<file path="config.mk">
export PLATFORM = sky130hd
export DESIGN_NAME = mpmodred256_serial
export DESIGN_NICKNAME = d
export VERILOG_FILES = /design/src/rtl/mpmodred256_serial.sv
export SDC_FILE = /design/constraint.sdc
export NUM_CORES = 2
export LEC_CHECK = 0
export ABC_AREA = 0
export BUFFER_PORTS_ARGS = -buffer_cell sky130_fd_sc_hd__buf_2
export CAP_MARGIN = 0
export CELL_PAD_IN_SITES_DETAIL_PLACEMENT = 0
export CELL_PAD_IN_SITES_GLOBAL_PLACEMENT = 1
export CORE_ASPECT_RATIO = 1.4
export CORE_UTILIZATION = 30
export CTS_CLUSTER_DIAMETER = 100
export DETAILED_ROUTE_END_ITERATION = 7
export PLACE_DENSITY = 0.69
export SYNTH_ARGS = -nofsm -noshare
export SYNTH_HDL_FRONTEND = slang
export SYNTH_SLANG_ARGS = --single-unit
export TNS_END_PERCENT = 100
</file>
<file path="constraint.sdc">
create_clock -name CLK -period 31.6 [get_ports CLK]
set_input_delay 9.48 -clock CLK [delete_from_list [all_inputs] [get_ports CLK]]
set_output_delay 9.48 -clock CLK [all_outputs]
set_load 0.005 [all_outputs]
</file>
<file path="src/rtl/mpmodred256_serial.sv">
// Serial conditional-subtract modular reduction: r = s mod m for s < 2m, one 32-bit limb per cycle.
// Sits downstream of the serial multi-precision adder and mirrors its limb-serial datapath.
module mpmodred256_serial #(
  parameter int unsigned W    = 256,
  parameter int unsigned LIMB = 32
) (
  input  logic         CLK,
  input  logic         RST,
  input  logic [W:0]   s_in,
  input  logic [W-1:0] m_in,
  input  logic         load,
  input  logic         start,
  output logic [W-1:0] r_out,
  output logic         busy,
  output logic         ready
);

  localparam int unsigned N    = W / LIMB;
  localparam int unsigned IdxW = (N > 1) ? $clog2(N) : 1;
  localparam logic [IdxW-1:0] LastIdx = IdxW'(N - 1);

  typedef enum logic [1:0] {StIdle, StSub, StSel} state_e;

  state_e          r_state;
  state_e          w_state_nxt;
  logic [W:0]      r_s;
  logic [W-1:0]    r_m;
  logic [W-1:0]    r_d;
  logic            r_bor;
  logic [IdxW-1:0] r_idx;
  logic            r_ready;

  logic [LIMB-1:0] w_s_limb;
  logic [LIMB-1:0] w_m_limb;
  logic [LIMB:0]   w_diff;
  logic            w_take_d;

  assign w_s_limb = r_s[r_idx*LIMB +: LIMB];
  assign w_m_limb = r_m[r_idx*LIMB +: LIMB];
  // Top bit of the LIMB+1 result is the outgoing borrow.
  assign w_diff   = {1'b0, w_s_limb} - {1'b0, w_m_limb} - {{LIMB{1'b0}}, r_bor};
  // A carry-out in s absorbs the 2^W wrap, so the difference is non-negative.
  assign w_take_d = r_s[W] | ~r_bor;

  assign busy  = (r_state != StIdle);
  assign ready = r_ready;

  always_comb begin
    w_state_nxt = r_state;
    unique case (r_state)
      StIdle:  if (start) w_state_nxt = StSub;
      StSub:   if (r_idx == LastIdx) w_state_nxt = StSel;
      StSel:   w_state_nxt = StIdle;
      default: w_state_nxt = StIdle;
    endcase
  end

  always_ff @(posedge CLK) begin
    if (RST) begin
      r_state <= StIdle;
    end else begin
      r_state <= w_state_nxt;
    end
  end

  always_ff @(posedge CLK) begin
    if (RST) begin
      r_idx   <= '0;
      r_bor   <= 1'b0;
      r_out   <= '0;
      r_ready <= 1'b0;
    end else begin
      r_ready <= 1'b0;
      unique case (r_state)
        StIdle: begin
          if (start) begin
            r_idx <= '0;
            r_bor <= 1'b0;
          end
        end
        StSub: begin
          r_bor <= w_diff[LIMB];
          r_idx <= r_idx + 1'b1;
        end
        StSel: begin
          r_out   <= w_take_d ? r_d : r_s[W-1:0];
          r_ready <= 1'b1;
        end
        default: ;
      endcase
    end
  end

  // Operand and difference registers carry no reset; they are always written before use.
  always_ff @(posedge CLK) begin
    if (r_state == StIdle && load) begin
      r_s <= s_in;
      r_m <= m_in;
    end
    if (r_state == StSub) begin
      r_d[r_idx*LIMB +: LIMB] <= w_diff[LIMB-1:0];
    end
  end

endmodule

</file>
==> reports/qor.tcl <==
set qor(status) {finished clean}
set qor(grt_use_total_pct) 22.3
set qor(cts_buffers) 104
set qor(postCtsSetupRepairBufs) 0
set qor(post_synth_main_area_contributors) {edfxtp_1 (55%), dfxtp_1 (13%), mux4_2 (6.9%), nand2_1 (5.9%), a311oi_1 (5.4%)}
set qor(min_period_over_period_pct) 40.8
set qor(area_of_all_sequential_standard_cells_um2) 28400
set qor(ant_nets) 0
set qor(p_int_mw) 2.39
set qor(place.gp.congestion) 0.891
set qor(synthesis.yosys.warnings) 0
set qor(drt_drc_violations_left) 0
set qor(cts_hold_repair.buffers) 0
set qor(cts.path.max_buffers) 3
set qor(maximum_single_stage_delay_on_the_critical_path_ns) 0.97
set qor(synth.distinct_cells) 61
set qor(ys_seq_elements) 1032
set qor(critical_path.slowest_cell) {buf_4}
set qor(finClkSkew_ns) 0.0616
set qor(synthesis.area_um2) 41900
set qor(ys_async_rst_share_pct) 0
set qor(clkSlewWorstSetupHoldPaths_ns) 0.06
set qor(synth_top_flop_cell) {edfxtp_1}
set qor(initial_utilization_pct) 30.4
set qor(cellLeakagePower_nw) 19.0
set qor(slew_headroom_pct) 15.7
set qor(antenna_found_initial) 55
set qor(number_of_top_level_pins) 775
set qor(timing.reg2reg.worst_path_depth) 14
set qor(synth_top_family_by_area) {simple AND/OR/NAND/NOR gates}
set qor(yosys.area_share.simple_pct) 12.1
set qor(first_pass_grt_wire_length_um) 220000
set qor(sw_frac_of_total_pct) 29.2
set qor(hold_depth) 2
set qor(timing.hold.worst.class) {flip-flop to flip-flop}
set qor(die_area_um2) 141000
set qor(worst_setup_path_start_kind) {input port}
set qor(synth_nets) 3824
set qor(setup_total_negative_slack_ns) 0
set qor(path_delay_family) {buffers and inverters}
set qor(p_per_area_nw_per_um2) 65.7
set qor(drt-wirelength-per-cell_um) 27.4
set qor(die-height_um) 444
set qor(cp.arrival_ns) 13.27
set qor(maximum_number_of_pins_on_one_net_before_global_route_repair) 125
set qor(grt_overflow_total) 0
set qor(p_comb_share_pct) 16.4
set qor(clk-insertion-delay-late_ns) 0.78
set qor(detail_route.wirelength_um) 161000
set qor(vdd_ir_max_v) 0.0000488
set qor(crit_path_max_fanout) 88
set qor(final.hold.worst_slack_ns) 0.493
set qor(critPathRequiredTime_ns) 31.98
set qor(layout-area-overhead-vs-synth_pct) 22.5
set qor(core_area_um2) 138000
set qor(num_rows) 161
set qor(fin_util_pct) 37.2
set qor(timing_hold_violations_final) 0
set qor(met2RoutedLength_um) 80400
set qor(instances_no_fill) 5857
set qor(critical_path.most_common_cell) {buf_4}
set qor(synthesis.area_per_instance_um2) 12.9
set qor(detailroute.via_count) 29257
set qor(fillerInstances) 13457
set qor(multi_input_comb_area_um2) 12500
set qor(clock_sinks) 1032
set qor(p_seq_share_pct) 45.3
set qor(cp.depth) 6
set qor(yosys-mux-area-fraction_pct) 7.73
set qor(port_buffers) 774
set qor(maxUsedRoutingLayer) {met5}
set qor(synthAdderAreaFrac_pct) 2.10
set qor(drive_gt1_share_pct) 28.5
set qor(synth_xor_xnor_area_share_pct) 0.558
set qor(cts_root_buf) {clkbuf_16}
set qor(vias_in_the_first_global_route) 29018
set qor(clock_power_share_pct) 38.3
set qor(post_syn_instances) 3238
set qor(design.final.nets) 4540
set qor(seq_area_frac_synth_pct) 67.7
set qor(finalSetupViolations) 0
set qor(drt_first_iter_violations) 2438
set qor(met3RoutedLength_um) 10700
set qor(cp.buffers_inverters) 5
set qor(critical_path.endpoint_type) {flip-flop}
set qor(post-synth-top-area-cell) {edfxtp_1}
set qor(fin_crit_ns) 12.89
set qor(place_inst) 5641
set qor(fmax_mhz) 77.6
set qor(critical_path_cell_sequence) {buf_2 -> inv_1 -> nor2_4 -> buf_4 -> buf_4 -> buf_4}
set qor(unrepaired_setup_endpoints_after_global_routing) {false}
set qor(share_of_yosys_cell_area_claimed_by_the_top_area_cell_type_pct) 55.1
set qor(clock_tree.htree_level_count) 3
set qor(timing_worst_setup_path_type) {input port to flip-flop}
set qor(synth_edf_count) 769
set qor(m1WireLength_um) 58100
set qor(switchingPower_uw) 985
set qor(worstMarginPinSlew_ns) 1.26
set qor(maxCapViolations) 0
set qor(synth_compound_area_share_pct) 7.15
set qor(cts.repair.resized) 0
set qor(slew_violations) 0
set qor(drt-vias-per-instance) 5.00
set qor(tritoncts) {yes}
set qor(hpwl_reported_at_the_end_of_detailed_placement_um) 120000
set qor(dr.pass1.iters) 5
set qor(die_x_um) 318
==> state kept, by name (all words and copies together) (netlist names) <==
register and flops:
r_s 257, ready 1, r_state 2, r_m 256
r_out 256, r_idx 3, r_d 256, r_bor 1
==> layer usage <==
metal | GRT usage [%] | up-vias
li1 | - | 13315
met1 | 24.0 | 14449
met2 | 38.7 | 1128
met3 | 5.78 | 317
met4 | 14.6 | 48
met5 | 0 | -
==> power by group through the flow <==
stage / combinational [mW] / clock [mW] / sequential, mW
floorplan: 0.273 / 0 / 1.56
global placement: 0.558 / 0 / 1.56
detailed placement: 0.561 / 0 / 1.56
CTS: 0.563 / 1.32 / 1.53
global route: 0.584 / 1.37 / 1.53
finish: 0.553 / 1.29 / 1.53
==> per-stage QoR <==
stage | cell area [um2] | setup WS [ns] | power [mW]
floorplan | 41900 | 8.29 | 1.83
global placement | 47700 | 18.04 | 2.12
detailed placement | 47700 | 17.88 | 2.12
CTS | 51300 | 18.74 | 3.42
global route | 51300 | 18.41 | 3.48
finish | 51300 | 18.71 | 3.38
==> cell type report <==
cell class	count	area share (%)
antenna	19	0.0926
clock buffer	141	5.52
clock inverter	56	1.40
inverter	74	0.543
multi-input combinational	1913	24.4
sequential	1032	55.2
tap	1793	4.37
timing repair buffer	829	8.40
==> worst reg2reg max path: cells and delay by family (launching register included) <==
kind / cells / cell delay [ns]
buffers and inverters: 2 / 0.85
adders and majority gates: 2 / 0.69
AOI/OAI and AO/OA: 3 / 1.09
and+or+nand+nor: 5 / 0.80
DFF: 1 / 0.84
muxes: 1 / 0.66
xor gates and xnor gates: 1 / 0.87
==> cells in the mapped netlist (4+ instances only) <==
cell	count
mux2i_1	34
nor2_1	521
a21o_1	9
nand2_1	654
a21oi_1	37
nor3_1	21
xor2_1	11
edfxtp_1	769
a31oi_1	5
nand4_1	9
clkbuf_1	190
or2_2	4
ha_1	67
buf_1	23
xnor2_1	12
o211ai_1	8
mux4_2	128
o21ai_0	25
o21a_1	4
nand3_1	12
nand2b_1	14
a311oi_1	257
or3_1	8
buf_2	5
nor2b_1	9
dfxtp_1	263
inv_1	73
nor3b_1	9
and3_1	7
==> cell usage in the layout (no fill, tap or decap), types with 34 or more instances in the layout <==
cell type | Yosys | routed
ha_1 | 67 | 67
inv_1 | 73 | 73
dfxtp_1 | 263 | 260
clkbuf_16 | 0 | 106
nor2_1 | 521 | 517
mux2i_1 | 34 | 34
a311oi_1 | 257 | 257
mux4_2 | 128 | 128
edfxtp_1 | 769 | 769
buf_2 | 5 | 773
a21oi_1 | 37 | 37
nand2_1 | 654 | 654
buf_4 | 0 | 53
==> logic make-up (layout without fill, tap and decap cells) <==
family	after synthesis	in the layout
xor+xnor	25	25
flops	1032	1032
other cells	0	19
simple gates	1283	1283
fa+ha+maj	69	69
buf+inv	293	1100
compound gates	373	373
mux	163	163
==> path summary, 6_finish.rpt <==
check / start / to / slack (ns)
max: load / r_m[216]$_DFFE_PP_ / 18.71
min: r_out[18]$_SDFFE_PP0P_ / r_out[18]$_SDFFE_PP0P_ / 0.49
max reg2reg: r_idx[0]$_SDFFE_PP0P_ / r_d[145]$_DFFE_PP_ / 25.50
min reg2reg: r_out[18]$_SDFFE_PP0P_ / r_out[18]$_SDFFE_PP0P_ / 0.49
Power figures use the tool's default switching activity.
